--- config.mk ---
export PLATFORM = sky130hd
export DESIGN_NAME = keypad_scan_ctrl
export DESIGN_NICKNAME = d
export VERILOG_FILES = /design/src/rtl/keypad_scan_ctrl.sv
export SDC_FILE = /design/constraint.sdc
export NUM_CORES = 1
export LEC_CHECK = 0
export CORE_UTILIZATION = 36
export CTS_BUF_LIST = sky130_fd_sc_hd__clkbuf_2 sky130_fd_sc_hd__clkbuf_4 sky130_fd_sc_hd__clkbuf_8
export DETAILED_ROUTE_END_ITERATION = 6
export DONT_BUFFER_PORTS = 1
export GPL_TIMING_DRIVEN = 0
export SYNTH_ARGS = -nofsm -noshare
export SYNTH_HDL_FRONTEND = slang
export SYNTH_SLANG_ARGS = --single-unit
--- constraint.sdc ---
create_clock -name clk -period 4.6 [get_ports clk]
set_clock_uncertainty 0.15 [all_clocks]
set_input_delay 0.46 -clock clk [delete_from_list [all_inputs] [get_ports clk]]
set_output_delay 0.46 -clock clk [all_outputs]
set_load 0.02 [all_outputs]
--- src/rtl/keypad_scan_ctrl.sv ---
// 4x4 matrix keypad scanner with press/release debouncing and registered key strobe.
// Optional auto-repeat while a key is held: define KEYPAD_REPEAT_EN.
module keypad_scan_ctrl #(
    parameter int unsigned SCAN_CYCLES     = 1000,
    parameter int unsigned DEBOUNCE_CYCLES = 200000
`ifdef KEYPAD_REPEAT_EN
    ,
    parameter int unsigned REPEAT_DELAY    = 13500000,
    parameter int unsigned REPEAT_PERIOD   = 4050000
`endif
) (
    input  logic       clk,
    input  logic       rst_n,
    input  logic [3:0] col_in,
    output logic [3:0] row_n,
    output logic       keypad_pressed,
    output logic [4:0] key,
    output logic       key_held
);

    localparam int unsigned SW = (SCAN_CYCLES > 1) ? $clog2(SCAN_CYCLES) : 1;
    localparam int unsigned DW = (DEBOUNCE_CYCLES > 1) ? $clog2(DEBOUNCE_CYCLES) : 1;
    localparam logic [SW-1:0] SCAN_LAST = SW'(SCAN_CYCLES - 1);
    localparam logic [DW-1:0] DB_LAST   = DW'(DEBOUNCE_CYCLES - 1);
    // The HELD cycle that first sees all-high counts toward the release window.
    localparam logic [DW-1:0] REL_LAST  = DW'((DEBOUNCE_CYCLES > 1) ? DEBOUNCE_CYCLES - 2 : 0);

    typedef enum logic [1:0] {
        SCAN,
        DEBOUNCE,
        HELD,
        RELEASE
    } state_t;

    state_t          state;
    state_t          state_nxt;
    logic [3:0]      col_q1;
    logic [3:0]      col_s;
    logic [1:0]      row_idx;
    logic [3:0]      pattern;
    logic [1:0]      cap_col;
    logic            cap_multi;
    logic [SW-1:0]   scan_cnt;
    logic [DW-1:0]   db_cnt;
    logic [3:0]      col_low;
    logic [1:0]      low_col;
    logic            low_found;
    logic            multi_now;
    logic            capture;
    logic            rotate;
    logic            accept;
    logic            release_done;
    logic            rep_fire;

    assign row_n     = ~(4'b0001 << row_idx);
    assign col_low   = ~col_s;
    assign multi_now = |(col_low & (col_low - 4'd1));

    always_comb begin
        low_col   = '0;
        low_found = 1'b0;
        for (int unsigned i = 0; i < 4; i++) begin
            if (col_low[i] && !low_found) begin
                low_col   = 2'(i);
                low_found = 1'b1;
            end
        end
    end

    always_ff @(posedge clk or negedge rst_n) begin
        if (!rst_n) begin
            state <= SCAN;
        end else begin
            state <= state_nxt;
        end
    end

    always_comb begin
        state_nxt    = state;
        capture      = 1'b0;
        rotate       = 1'b0;
        accept       = 1'b0;
        release_done = 1'b0;
        case (state)
            SCAN: begin
                if (scan_cnt == SCAN_LAST) begin
                    if (col_s != 4'hF) begin
                        state_nxt = DEBOUNCE;
                        capture   = 1'b1;
                    end else begin
                        rotate = 1'b1;
                    end
                end
            end
            DEBOUNCE: begin
                if (col_s != pattern) begin
                    state_nxt = SCAN;
                end else if (db_cnt == DB_LAST) begin
                    state_nxt = HELD;
                    accept    = 1'b1;
                end
            end
            HELD: begin
                if (col_s == 4'hF) begin
                    if (DEBOUNCE_CYCLES <= 1) begin
                        state_nxt    = SCAN;
                        release_done = 1'b1;
                    end else begin
                        state_nxt = RELEASE;
                    end
                end
            end
            RELEASE: begin
                if (col_s != 4'hF) begin
                    state_nxt = HELD;
                end else if (db_cnt == REL_LAST) begin
                    state_nxt    = SCAN;
                    release_done = 1'b1;
                end
            end
            default: state_nxt = SCAN;
        endcase
    end

    always_ff @(posedge clk or negedge rst_n) begin
        if (!rst_n) begin
            // Synchronizer idles at the pulled-up level so reset never looks like a press.
            col_q1         <= '1;
            col_s          <= '1;
            row_idx        <= '0;
            pattern        <= '1;
            cap_col        <= '0;
            cap_multi      <= 1'b0;
            scan_cnt       <= '0;
            db_cnt         <= '0;
            keypad_pressed <= 1'b0;
            key            <= '0;
            key_held       <= 1'b0;
        end else begin
            col_q1 <= col_in;
            col_s  <= col_q1;

            if (state_nxt != state || state != SCAN || rotate) begin
                scan_cnt <= '0;
            end else begin
                scan_cnt <= scan_cnt + SW'(1);
            end

            if (state_nxt != state || (state != DEBOUNCE && state != RELEASE)) begin
                db_cnt <= '0;
            end else begin
                db_cnt <= db_cnt + DW'(1);
            end

            if (capture) begin
                pattern   <= col_s;
                cap_col   <= low_col;
                cap_multi <= multi_now;
            end

            if (rotate || release_done) begin
                row_idx <= row_idx + 2'd1;
            end

            keypad_pressed <= accept || rep_fire;
            if (accept) begin
                key      <= {cap_multi, row_idx, cap_col};
                key_held <= 1'b1;
            end else if (release_done) begin
                key_held <= 1'b0;
            end
        end
    end

`ifdef KEYPAD_REPEAT_EN
    localparam int unsigned RMAX = (REPEAT_DELAY > REPEAT_PERIOD) ? REPEAT_DELAY : REPEAT_PERIOD;
    localparam int unsigned RW   = (RMAX > 1) ? $clog2(RMAX) : 1;
    localparam logic [RW-1:0] DELAY_LAST  = RW'(REPEAT_DELAY - 1);
    localparam logic [RW-1:0] PERIOD_LAST = RW'(REPEAT_PERIOD - 1);

    logic [RW-1:0] rep_cnt;
    logic          rep_armed;
    logic          rep_active;

    // Counting spans release bounces: only a fresh accept restarts the repeat timeline.
    assign rep_active = (state == HELD) && (col_s != 4'hF);
    assign rep_fire   = rep_active && (rep_armed ? (rep_cnt == PERIOD_LAST) : (rep_cnt == DELAY_LAST));

    always_ff @(posedge clk or negedge rst_n) begin
        if (!rst_n) begin
            rep_cnt   <= '0;
            rep_armed <= 1'b0;
        end else if (accept) begin
            rep_cnt   <= '0;
            rep_armed <= 1'b0;
        end else if (rep_fire) begin
            rep_cnt   <= '0;
            rep_armed <= 1'b1;
        end else if (rep_active) begin
            rep_cnt <= rep_cnt + RW'(1);
        end
    end
`else
    assign rep_fire = 1'b0;
`endif

endmodule

# Word level (Yosys, flattened, before mapping)
# Cells that the tools add are included.
dict set report word_totals {
  ff_bits 54
  in_bits 6
  output_inout_bits 11
  word_cells 77
}
dict set report op_classes {
  addsub 4
  n_eq_ne 12
  shifts 1
  n_mux 30
  bitwise 3
  n_reduce_logical 15
}
# operator n
set op_table {}
lappend op_table {{18-bit == test, second input constant} 2}
lappend op_table {{18-bit by 1-bit adder with 18-bit output, second input constant} 1}
lappend op_table {{1-bit 2-to-1 mux} 18}
lappend op_table {{18-bit 2-to-1 mux} 1}
lappend op_table {{2-bit 2-to-1 mux} 9}
lappend op_table {{10-bit by 1-bit adder with 10-bit output, second input constant} 1}
lappend op_table {{10-bit == test, second input constant} 1}
lappend op_table {{10-bit 2-to-1 mux} 1}
lappend op_table {{4-bit inverter} 2}
lappend op_table {{2-bit one-hot mux with 4 select lines} 1}
lappend op_table {{4-bit AND} 1}
lappend op_table {{2-bit == test, second input constant} 2}
lappend op_table {{4-bit == test, second input constant} 1}
lappend op_table {{1-bit logical AND} 4}
lappend op_table {{1-bit logical OR} 4}
lappend op_table {{4-bit inequality test} 1}
lappend op_table {{4-bit inequality test, second input constant} 1}
lappend op_table {{2-bit nonzero test} 2}
lappend op_table {{4-bit OR reduction} 1}
lappend op_table {{1-bit by 2-bit << shifter with 4-bit output, first input constant} 1}
lappend op_table {{4-bit by 1-bit subtractor with 4-bit output, second input constant} 1}
lappend op_table {{1-bit zero test} 3}
lappend op_table {{2-bit by 1-bit adder with 2-bit output, second input constant} 1}
lappend op_table {{2-bit by 1-bit == test with 1-bit output, second input constant} 1}
lappend op_table {{4 further kinds} 4}

# Longest topological paths before layout
dict set report depth {
  word_depth 11
  ltp_mapped 7
  depth_no_buf 6
}

# Least setup slack after synthesis
# No wires, ideal clock.
dict set report synth_path {
  path_type {register to register}
  from {register db_cnt[4]}
  to {register db_cnt[10]}
  setup_ps 116
  arrival_ps 1989
  required_time_ps 4334
  path_slack_ps 2345
  path_stages_with_launch 7
  path_buffers 1
  period_less_slack_ps 2255
  cell_sequence {dfrtp_1 > nand2_1 > or4_4 > or3_4 > a211oi_4 > buf_6 > nor2_1}
}
dict set report synth_between {
  elab_chain_cells 7
  elab_cells_between_ends 11
  classes_between {1 x add/sub; 3 x eq/ne; 6 x mux; 1 x reduce/logical}
}
# element line
set synth_lines {}
lappend synth_lines {{from (decl)} 44} ;# logic [DW-1:0] db_cnt;
lappend synth_lines {{from (signal assigned)} 152} ;# db_cnt <= db_cnt + DW'(1);
lappend synth_lines {{18-bit == test (on tied branches)} {116, 98}}
lappend synth_lines {{2-bit 2-to-1 mux (on tied branches)} {116, 98}}
lappend synth_lines {{2-bit 2-to-1 mux (on tied branches)} {114, 96}}
lappend synth_lines {{2-bit one-hot mux with 4 select lines} 84} ;# case (state)
lappend synth_lines {{2-bit inequality test} 149} ;# if (state_nxt != state || (state != DEBOUNCE && state != RELEASE)) begin
lappend synth_lines {{1-bit logical OR} 149}
lappend synth_lines {{18-bit 2-to-1 mux (*)} 149}
# Mark *: on every way between the ends. The rest lies on a longest branch, timed or not.
# A chain may end at the register's enable or synchronous reset.

# Worst setup path after layout
dict set report layout_path {
  from {register db_cnt[4]}
  to {register db_cnt[9]}
}
# Same word-level chain as after synthesis.

==> metrics.yaml <==
setup_path:
  reg2reg_depth: 6
  reg2reg_to: "db_cnt[9]"
  reg2reg_from: "db_cnt[4]"
  cp.arrival_ns: 2.55
  r2r_setup_slack_ns: 2.10
  cp.required_ns: 4.65
  cp-startpoint: "db_cnt[4]"
  start_kind: "flop"
  endpoint_kind: "flop"
  cp_max_fo: 10
  critical_path_class: "reg2reg"
yosys:
  ys_seq_elements: 54
  synthSimpleGateAreaFrac_pct: 20.8
  syn-cell-area_um2: 2570
  synth_cell_types: 36
  yosys-top-cells-area: "dfrtp_1 (41%), dfstp_2 (12%), xor2_1 (5.5%)"
  synth.avg_cell_area_um2: 10.7
  synthAdderAreaFrac_pct: 3.41
  yosys_warnings: 0
  synth_top_family_by_area: "simple AND/OR/NAND/NOR gates"
  synth-seq-area-share_pct: 53.2
  yosysTopAreaCellShare_pct: 40.9
  syn_inst: 241
  muxShareOfSynthArea_pct: 4.09
  synth-xor-area-share_pct: 10.2
  synth_compound_area_share_pct: 4.77
  syn-num-nets: 254
  synth_area_leader_cell: "dfrtp_1"
clocking:
  cts.clk_slew.worst_paths_ns: 0.09
  cts_root_buf: "clkbuf_8"
  cts_setup_buffers: 0
  htree_levels: 2
  cts_tree: "done"
  clkLatencyLatePin_ns: 0.31
  hold_buffers: 6
  cts_sinks: 54
  cts_max_path_buffers: 2
  numCtsBuffers: 5
  cts_resized: 0
hold_path:
  whs_endpoint: "col_s[2]"
  min_path_type: "reg2reg"
  hold_start: "col_q1[2]"
  worstHoldPathCells: 0
routing:
  wl_per_cell_um: 12.2
  wirelength_um: 4280
  drc_errors: 0
  final_antenna_net_count: 0
  first_iter_violations: 86
  first_pass_iters: 4
  routed_via_density: 4.74
  num_vias: 1665
global_routing:
  grt_pass1_wl_um: 7580
  gr-total-overflow: 0
  grt_max_degree: 55
  grt_pass1_vias: 1661
  antenna_found_initial: 0
  grt_usage_pct: 13.1
die:
  start_util_pct: 37.6
  ios: 17
  die_y_um: 86.5
  die_area_um2: 7480
  design.core.area_um2: 6830
  rows: 30
  die-width_um: 86.5
flow_run:
  cap_viol_max_count: 0
finish:
  syn_to_final_growth_pct: 11.4
  drive_above_1_share_pct: 15.7
  register_area_um2: 1370
  fin_area_um2: 2860
  fin_util_pct: 41.9
  nets: 267
  diodes: 0
  fillers: 682
  multiInputGateArea_um2: 1110
timing:
  max_freq_mhz: 400
  slew_violations: 0
  rsz0062_at_grt: "no"
  worst_slew_pin_slew_ns: 0.493
  timing.final.ws_setup_ns: 2.10
  finalHoldViolations: 0
  period_share_pct: 54.4
  hold_ws_ns: 0.203
  layout_min_cycle_time_ns: 2.50
  relSlewSlack_pct: 67.0
  setup_viol: 0
  tns_ns: 0
run_status:
  status: "finished, final reports clean"
power_and_ir_drop:
  irDropWorstVdd_uv: 118
  cellPowerDensity_nw_per_um2: 273
  power.leakage_nw: 1.23
place:
  hpwl_um: 2890
  place_area_um2: 2690
  io_buffers: 0
  gp_congestion: 0.747
  dp_slack_ns: 2.10
cell families after synthesis:
group	count (synthesis)
muxes	9
adders and majority gates	7
xor gates and xnor gates	30
AOI/OAI and AO/OA	17
and+or+nand+nor	102
buffers and inverters	22
DFF	54
sequential cells by signal, summed over array words and instances, names as in the netlist:
signal	count
row_idx	2
state	2
key_held	1
scan_cnt	10
key	5
col_q1	4
col_s	4
cap_col	2
cap_multi	1
db_cnt	18
pattern	4
keypad_pressed	1
worst max path at each step:
stage | end | slack [ns] | cells past startpoint
final | db_cnt[9] | 2.10 | 6
after global routing | db_cnt[8] | 1.97 | 6
after CTS | db_cnt[7] | 2.09 | 6
after detailed placement | db_cnt[13] | 2.10 | 6
after global placement | db_cnt[11] | 2.10 | 6
after floorplan | db_cnt[10] | 2.34 | 6
cell usage in the layout (no fill, tap or decap), types with 2 or more instances in the layout:
cell           instances
ha_1                   7
a21oi_1                6
inv_1                 13
and3_1                 5
clkbuf_1               8
nand2_1               24
dlygate4sd3_1          5
nor4b_1                2
nand3_1                8
and2_1                 2
dfrtp_1               42
dfstp_2               12
and4_1                 4
mux2_2                 8
xor2_1                16
nand4_1                9
nor3b_1                5
clkbuf_8               6
nor3_1                 4
nor2_1                29
xnor2_1               14
o21ai_0                7
layout make-up:
cell class                      instances  area share, %
Buffer                                  9           1.44
Tap cell                               96           4.20
Clock inverter                          1          0.175
Timing Repair Buffer                    6           2.71
Multi-Input combinational cell        165           38.9
Sequential cell                        54           47.7
Inverter                               13           1.70
Clock buffer                            7           3.15
per-stage QoR:
stage                     total power [mW]  std cells
after floorplan                      0.499        241
after global placement               0.501        337
after detailed placement             0.501        337
after CTS                            0.798        351
after global routing                 0.822        351
final                                0.783        351
synthesized netlist by cell type, drive strengths merged:
cell and instances:
dfrtp 42, nor2 29, nand2 24, xor2 16, xnor2 14, inv 13, dfstp 12, mux2 9
nand4 9, clkbuf 8, nand3 8, ha 7, o21ai 7, a21oi 6, and3 5, and4 5
nor3 5, nor3b 5, or3 3, and2 2, nor4b 2, a211oi 1, buf 1, nand3b 1
nor2b 1, nor4 1, o2bb2a 1, o31a 1, o31ai 1, or4 1, or4b 1
power breakdown:
part	internal (mW)	leakage, nW	switching (mW)
Sequential	0.481	0.698	0.000994
Combinational	0.00885	0.479	0.0167
Clock	0.128	0.0517	0.148
Total	0.617	1.23	0.165
worst max-delay path, cell delays in order (launching register included):
cell and delay (ns):
dfrtp_1 0.44, nand2_1 0.10, or4_4 0.52, or3_4 0.42
a211oi_4 0.50, buf_6 0.21, nor2_1 0.05
routing by layer:
metal / vias up / share of wire, % / wire length (um) / track usage (%)
li1: 832 / - / - / -
met5: - / 0 / 0 / 0
met1: 790 / 52 / 2240 / 17.5
met4: 0 / 2.1 / 90 / 5.91
met2: 32 / 42 / 1800 / 20.2
met3: 11 / 3.7 / 157 / 3.05
Note: power is estimated with default switching activity, not from simulation.
